--- config.mk ---
export PLATFORM = sky130hd
export DESIGN_NAME = lcd_rx
export DESIGN_NICKNAME = d
export VERILOG_FILES = /design/src/rtl/lcd_rx.sv
export SDC_FILE = /design/constraint.sdc
export NUM_CORES = 1
export LEC_CHECK = 0
export ABC_AREA = 1
export BUFFER_PORTS_ARGS = -buffer_cell sky130_fd_sc_hd__buf_2
export CORE_MARGIN = 2
export CORE_UTILIZATION = 49
export CTS_BUF_LIST = sky130_fd_sc_hd__clkbuf_16
export DETAILED_ROUTE_END_ITERATION = 8
export GPL_ROUTABILITY_DRIVEN = 0
export PLACE_DENSITY = 0.68
export SYNTH_ARGS = -nofsm -noshare
export SYNTH_HDL_FRONTEND = slang
export SYNTH_SLANG_ARGS = --single-unit
--- constraint.sdc ---
create_clock -name clk -period 2.15 [get_ports clk]
set_clock_uncertainty 0.1 [all_clocks]
set_input_delay 0.1075 -clock clk [delete_from_list [all_inputs] [get_ports clk]]
set_output_delay 0.1075 -clock clk [all_outputs]
set_load 0.02 [all_outputs]
--- src/rtl/lcd_rx.sv ---
// Receiver for a 4-bit HD44780-style LCD bus: synchronizes the pins, qualifies E strobes,
// reassembles nibbles into bytes and tracks the panel's 8-bit/4-bit interface mode.
module lcd_rx #(
    parameter int MIN_E_CYCLES   = 3,
    parameter int TIMEOUT_CYCLES = 1200
) (
    input  logic       clk,
    input  logic       rst_n,
    input  logic [3:0] lcd_data,
    input  logic       lcd_rs,
    input  logic       lcd_e,
    output logic [7:0] byte_out,
    output logic       rs_out,
    output logic       valid,
    output logic       mode_4bit,
    output logic       nibble_pending,
    output logic       err,
    output logic [1:0] err_code
);
    localparam int EW = $clog2(MIN_E_CYCLES + 1);
    localparam int TW = $clog2(TIMEOUT_CYCLES + 1);

    typedef enum logic [1:0] {IDLE8, IDLE4, HALF4} state_t;

    logic          e_s1_q, e_s2_q, e_s3_q;
    logic          rs_s1_q, rs_s2_q;
    logic [3:0]    d_s1_q, d_s2_q;
    logic [EW-1:0] wcnt_q;
    logic          stb_q, short_q, ev_rs_q;
    logic [3:0]    ev_d_q;

    state_t        state_q, state_d;
    logic [3:0]    hi_q, hi_d;
    logic          rs_lat_q, rs_lat_d;
    logic [TW-1:0] tmo_q, tmo_d;
    logic [7:0]    byte_q, byte_d;
    logic          rs_out_q, rs_out_d;
    logic          valid_q, valid_d;
    logic          err_q, err_d;
    logic [1:0]    code_q, code_d;

    logic fall, width_ok;
    assign fall     = e_s3_q & ~e_s2_q;
    assign width_ok = (wcnt_q >= EW'(MIN_E_CYCLES));

    // Synchronizers, E width counter and a registered strobe event with its captured data
    always_ff @(posedge clk or negedge rst_n) begin
        if (!rst_n) begin
            e_s1_q  <= 1'b0;
            e_s2_q  <= 1'b0;
            e_s3_q  <= 1'b0;
            rs_s1_q <= 1'b0;
            rs_s2_q <= 1'b0;
            d_s1_q  <= 4'h0;
            d_s2_q  <= 4'h0;
            wcnt_q  <= '0;
            stb_q   <= 1'b0;
            short_q <= 1'b0;
            ev_rs_q <= 1'b0;
            ev_d_q  <= 4'h0;
        end else begin
            e_s1_q  <= lcd_e;
            e_s2_q  <= e_s1_q;
            e_s3_q  <= e_s2_q;
            rs_s1_q <= lcd_rs;
            rs_s2_q <= rs_s1_q;
            d_s1_q  <= lcd_data;
            d_s2_q  <= d_s1_q;
            if (!e_s2_q)
                wcnt_q <= '0;
            else if (!width_ok)
                wcnt_q <= wcnt_q + EW'(1);
            stb_q   <= fall & width_ok;
            short_q <= fall & ~width_ok;
            if (fall) begin
                ev_rs_q <= rs_s2_q;
                ev_d_q  <= d_s2_q;
            end
        end
    end

    always_ff @(posedge clk or negedge rst_n) begin
        if (!rst_n) begin
            state_q  <= IDLE8;
            hi_q     <= 4'h0;
            rs_lat_q <= 1'b0;
            tmo_q    <= '0;
            byte_q   <= 8'h00;
            rs_out_q <= 1'b0;
            valid_q  <= 1'b0;
            err_q    <= 1'b0;
            code_q   <= 2'b00;
        end else begin
            state_q  <= state_d;
            hi_q     <= hi_d;
            rs_lat_q <= rs_lat_d;
            tmo_q    <= tmo_d;
            byte_q   <= byte_d;
            rs_out_q <= rs_out_d;
            valid_q  <= valid_d;
            err_q    <= err_d;
            code_q   <= code_d;
        end
    end

    always_comb begin
        state_d  = state_q;
        hi_d     = hi_q;
        rs_lat_d = rs_lat_q;
        tmo_d    = tmo_q;
        byte_d   = byte_q;
        rs_out_d = rs_out_q;
        valid_d  = 1'b0;
        err_d    = 1'b0;
        code_d   = code_q;

        if (state_q == HALF4 && tmo_q != TW'(TIMEOUT_CYCLES))
            tmo_d = tmo_q + TW'(1);

        // Short pulses only flag an error; they never touch the FSM or the timeout
        if (short_q) begin
            err_d  = 1'b1;
            code_d = 2'b01;
        end

        if (stb_q) begin
            case (state_q)
                IDLE8: begin
                    byte_d   = {ev_d_q, 4'h0};
                    rs_out_d = ev_rs_q;
                    valid_d  = 1'b1;
                    if (!ev_rs_q && ev_d_q == 4'h2)
                        state_d = IDLE4;
                end
                IDLE4: begin
                    hi_d     = ev_d_q;
                    rs_lat_d = ev_rs_q;
                    tmo_d    = '0;
                    state_d  = HALF4;
                end
                HALF4: begin
                    if (ev_rs_q == rs_lat_q) begin
                        byte_d   = {hi_q, ev_d_q};
                        rs_out_d = ev_rs_q;
                        valid_d  = 1'b1;
                        state_d  = (!ev_rs_q && hi_q == 4'h3) ? IDLE8 : IDLE4;
                    end else begin
                        err_d    = 1'b1;
                        code_d   = 2'b10;
                        hi_d     = ev_d_q;
                        rs_lat_d = ev_rs_q;
                        tmo_d    = '0;
                    end
                end
                default: state_d = IDLE8;
            endcase
        end else if (state_q == HALF4 && tmo_q == TW'(TIMEOUT_CYCLES - 1)) begin
            err_d   = 1'b1;
            code_d  = 2'b11;
            state_d = IDLE4;
        end
    end

    assign byte_out       = byte_q;
    assign rs_out         = rs_out_q;
    assign valid          = valid_q;
    assign err            = err_q;
    assign err_code       = code_q;
    assign mode_4bit      = (state_q != IDLE8);
    assign nibble_pending = (state_q == HALF4);
endmodule
Yosys cells after proc, flatten, opt, wreduce, memory -nomap -nowiden
Index checks and enable logic that the tools add are counted.
W data, S select, Z words.
{"block": "totals", "inputBits": 8, "reg_bits": 53}
{"block": "classes", "add_sub_neg": 2, "mux": 33, "n_reduce_logical": 13, "bitwise": 5, "eq_ne": 12, "order_cmp": 1}
{"op": "$mux W11", "n": 3}
{"op": "$mux W2", "n": 11}
{"op": "$pmux W11 S2", "n": 1}
{"op": "$pmux W8 S2", "n": 1}
{"op": "$add A11 B1 Y11 const B", "n": 1}
{"op": "$eq A11 B11 Y1 const B", "n": 1}
{"op": "$ne A11 B11 Y1 const B", "n": 1}
{"op": "$mux W1", "n": 10}
{"op": "$reduce_and A3 Y1", "n": 3}
{"op": "$eq A4 B2 Y1 const B", "n": 2}
{"op": "$mux W8", "n": 1}
{"op": "$pmux W4 S2", "n": 1}
{"op": "$reduce_bool A2 Y1", "n": 4}
{"op": "$pmux W1 S2", "n": 3}
{"op": "$pmux W2 S3", "n": 1}
{"op": "$logic_and A1 B1 Y1", "n": 4}
{"op": "$mux W4", "n": 1}
{"op": "$ne A2 B2 Y1 const B", "n": 2}
{"op": "$and A1 B1 Y1", "n": 3}
{"op": "$ne A3 B2 Y1 const B", "n": 1}
{"op": "$ne A3 B3 Y1 const B", "n": 1}
{"op": "$add A2 B1 Y2 const B", "n": 1}
{"op": "$eq A2 B1 Y1 const B", "n": 1}
{"op": "$eq A2 B2 Y1 const B", "n": 1}
{"op": "6 further kinds", "n": 7}

Logic depth before layout (Yosys ltp)
{"block": "depth", "depth_word": 6, "mapped_depth": 11}

Least setup slack after synthesis
Ideal clock, no wire load.
{"block": "synth_timing", "path_type": "reg-to-reg", "from": "register state_q[0]", "to": "register state_q[1]", "t_arrival_ns": 1.496, "required_ns": 1.933, "path_slack_ns": 0.437, "setup_ns": 0.117, "path_stages_with_launch": 11, "n_path_buf": 1, "cell_sequence": "dfrtp_1 -> inv_1 -> ha_1 -> buf_6 -> nand4_1 -> nor2_1 -> nand3_1 -> nand2_1 -> nand2_1 -> nand2_1 -> nand2_1"}
{"block": "synth_via", "elab_chain_cells": 4}
{"element": "from (decl)", "line": "32", "text": "state_t state_q, state_d;"}
{"element": "from (signal assigned)", "line": "94", "text": "state_q <= state_d;"}
{"element": "$eq A2 B2 Y1 (*)"}
{"element": "via nibble_pending", "line": "16", "text": "output logic nibble_pending,"}
{"element": "$logic_and A1 B1 Y1", "line": "157", "text": "end else if (state_q == HALF4 && tmo_q == TW'(TIMEOUT_CYCLES - 1)) begin"}
{"element": "$reduce_bool A2 Y1 (no line)"}
{"element": "$reduce_and A3 Y1 (no line)"}
The timed path passes the listed nets; every way through them passes the cells marked *.
A chain may end at the register's enable or synchronous reset.

Final worst setup path
{"block": "layout_timing", "from": "register state_q[0]", "to": "register byte_q[5], in the netlist byte_out[5]"}
{"block": "layout_via", "elab_chain_cells": 3}
{"element": "$eq A2 B2 Y1 / $logic_not A2 Y1 (equally long branches)", "line": "127", "text": "case (state_q)"}
{"element": "$ne A2 B1 Y1 (no line) / $reduce_bool A2 Y1 (equally long branches)"}
{"element": "$reduce_and A3 Y1 (no line)"}
{"element": "to (signal assigned)", "line": "98", "text": "byte_q <= byte_d;"}
{"element": "to (decl)", "line": "36", "text": "logic [7:0] byte_q, byte_d;"}
Parallel ways exist; a longest one is shown, timed or not.

==> flow_summary.ini <==
[outcome]
status = finished clean

[worst_hold_path]
hold_class = flip-flop to flip-flop
hp-start = d_s1_q[0]

[yosys]
synth_top_family_by_area = simple AND/OR/NAND/NOR gates
ys_ff_latch = 53
synth_top_area_share = 0.565
synth_cells = 257
synth_top_cell_by_area = dfrtp_1
synth_area_leaders = dfrtp_1, nand2_1, nor2_1, inv_1, ha_1
synth-xor-area-share = 0.00746
synth-simple-area-share = 0.238
ys_types = 26
synth_area_um2 = 2350
syn_nets = 272
synthAdderAreaFrac = 0.0373
synth_compound_gate_area_share = 0.0831
yosysWarnings = 0
synthMuxAreaShare = 0
avgSynthCellArea_um2 = 9.14
synth_seq_area_share = 0.565

[finish]
multi_input_area_um2 = 858
fin_util = 0.589
seq_area_um2 = 1330
antenna_cells = 0
final_nets = 306
fillerInstances = 416
syn2layout_area_growth_pct = 16.9
drive_gt1_frac = 0.151

[placement]
dpl.hpwl_mm = 2.98
io_buffers = 22

[grt]
grt_overflow_total = 0
grt_pass1_vias = 1599
grt_max_degree = 54
grt_pass1_wl_mm = 7.31
grt_usage = 0.179
antenna_found_initial = 0

[clock_network]
htree_num_levels = 2
clock-sinks = 53
cts_tree = done
clockBufferDepth = 2
clkTransAtPathRegs_ps = 70
postCtsSetupRepairBufs = 0
cts_root_buf = clkbuf_16
clk_latency_ps = 290
cts_resized = 0
cts_buffers = 5
hold_buffers = 7

[sta]
tns_ps = 0
rsz0062_at_grt = no
maxSlewHeadroom = 0.570
tightest_slew_ps = 644
finalCritPeriodShare = 0.866
hold_violations = 0
setup_viol = 0
hold_ws_ps = 247
fmax_ghz = 0.537
drv_slew = 0
layout_min_cycle_time_ps = 1860

[floorplanning]
dieArea_um2 = 5360
dieHeight_um = 73.2
ios = 23
core_area_um2 = 4660
start_util = 0.504
fp.dieW_um = 73.2
rows = 25

[route]
via_per_inst = 4.99
wl_per_cell_um = 12.6
route.detailed.drc = 0
final_antenna_net_count = 0
drt-total-wl_mm = 4.37
vias = 1727
first_pass_iters = 4
first_iter_violations = 128

[worst_setup_path]
worstReg2RegStart = state_q[0]
cp-startpoint = state_q[0]
setup.worst_path.end_class = flip-flop
critical_path_arrival_ps = 1960
setup.worst_path.class = flip-flop to flip-flop
worst-path-max-fanout = 14
required_ps = 2250
crit_path_start_kind = flip-flop

[job]
maxCapViolCount = 0

[pwr]
leakagePower_nw = 1.40
p_per_area_nw_per_um2 = 926
vdd_drop_max_uv = 522
## cell usage after synthesis
| master | n |
|---|---|
| nand2_1 | 58 |
| dfrtp_1 | 53 |
| nor2_1 | 41 |
| inv_1 | 30 |
| o21ai_0 | 17 |
| a21oi_1 | 9 |
| nand3_1 | 9 |
| ha_1 | 7 |
| nand4_1 | 4 |
| o31ai_1 | 4 |
| buf_6 | 3 |
| nand3_2 | 3 |
| nor3_1 | 3 |
| inv_2 | 2 |
| nand3b_1 | 2 |
| xor2_1 | 2 |
| a31oi_1 | 1 |
| clkbuf_1 | 1 |
| inv_4 | 1 |
| nand2_4 | 1 |
| nand3_4 | 1 |
| nor2_2 | 1 |
| nor2_4 | 1 |
| nor3_2 | 1 |
| o211ai_4 | 1 |
| o21bai_1 | 1 |
## flip-flops by register name, summed over array words and instances, names as in the netlist
name / flops
e_s2_q: 1
err: 1
rs_s1_q: 1
ev_d_q: 4
wcnt_q: 2
e_s1_q: 1
rs_lat_q: 1
rs_s2_q: 1
e_s3_q: 1
rs_out: 1
d_s2_q: 4
stb_q: 1
hi_q: 4
ev_rs_q: 1
err_code: 2
state_q: 2
valid: 1
d_s1_q: 4
byte_out: 8
short_q: 1
tmo_q: 11
## critical path, stage by stage (launching register included)
cell	delay, ps
dfrtp_1	420
inv_1	90
ha_1	330
inv_1	190
nand2_1	140
nand3_2	240
o31ai_1	270
## report_power, final
| part | internal, mW | leakage (nW) | switching, mW |
|---|---|---|---|
| logic | 0.148 | 0.636 | 0.255 |
| registers | 1.12 | 0.677 | 0.0872 |
| clock network | 0.558 | 0.0848 | 0.372 |
## kinds of logic after synthesis
logic type      Yosys count
simple gates            125
flops                    53
buf+inv                  37
compound gates           33
fa+ha+maj                 7
xor+xnor                  2
## per-layer routing
metal / wire (um) / global-route usage / up-vias
met1: 2190 / 0.263 / 808
met2: 1910 / 0.256 / 34
li1: - / - / 879
met5: 0 / 0 / -
met4: 72 / 0.0700 / 0
met3: 190 / 0.0387 / 6
## path summary, 6_finish.rpt
| check | cells after the start | slack, ps | to |
|---|---|---|---|
| setup / recovery | 6 | 290 | byte_out[5] |
| hold / removal | 0 | 250 | d_s2_q[0] |
| setup reg to reg | 6 | 290 | byte_out[5] |
| hold reg to reg | 0 | 250 | d_s2_q[0] |
| max in group asynchronous | 3 | 1160 | ev_d_q[3] |
| min in group asynchronous | 3 | 360 | valid |
## area by class of cell
type                    count  area share
flip-flops and latches     53       0.483
multi-input cells         167       0.313
repair buffers             31      0.0711
inverters                  33      0.0460
clock buffers               5      0.0456
well taps                  54      0.0246
clock inverters             3      0.0173
## stage by stage
stage | worst slack, ps | cell area, um^2 | power (mW) | instances
after global routing | 44.0 | 2750 | 2.67 | 346
after floorplan | 437 | 2350 | 1.48 | 257
after detailed placement | 306 | 2500 | 1.62 | 331
after global placement | 419 | 2500 | 1.61 | 331
final | 289 | 2750 | 2.54 | 346
after CTS | 275 | 2750 | 2.56 | 346
## cells in the final DEF, fill, tap and decap left out, types with 2 or more instances in the layout
cell	n
o31ai_1	4
nand3_2	3
o21ai_0	17
nand2_1	58
xor2_1	2
nand4_1	4
a21oi_1	9
buf_4	2
nand3_1	9
nor3_1	3
inv_2	2
clkbuf_16	5
nand3b_1	2
dlygate4sd3_1	7
buf_2	22
dfrtp_1	53
nor2_1	41
inv_1	30
ha_1	7
inv_6	2
Power figures use the tool's default switching activity.
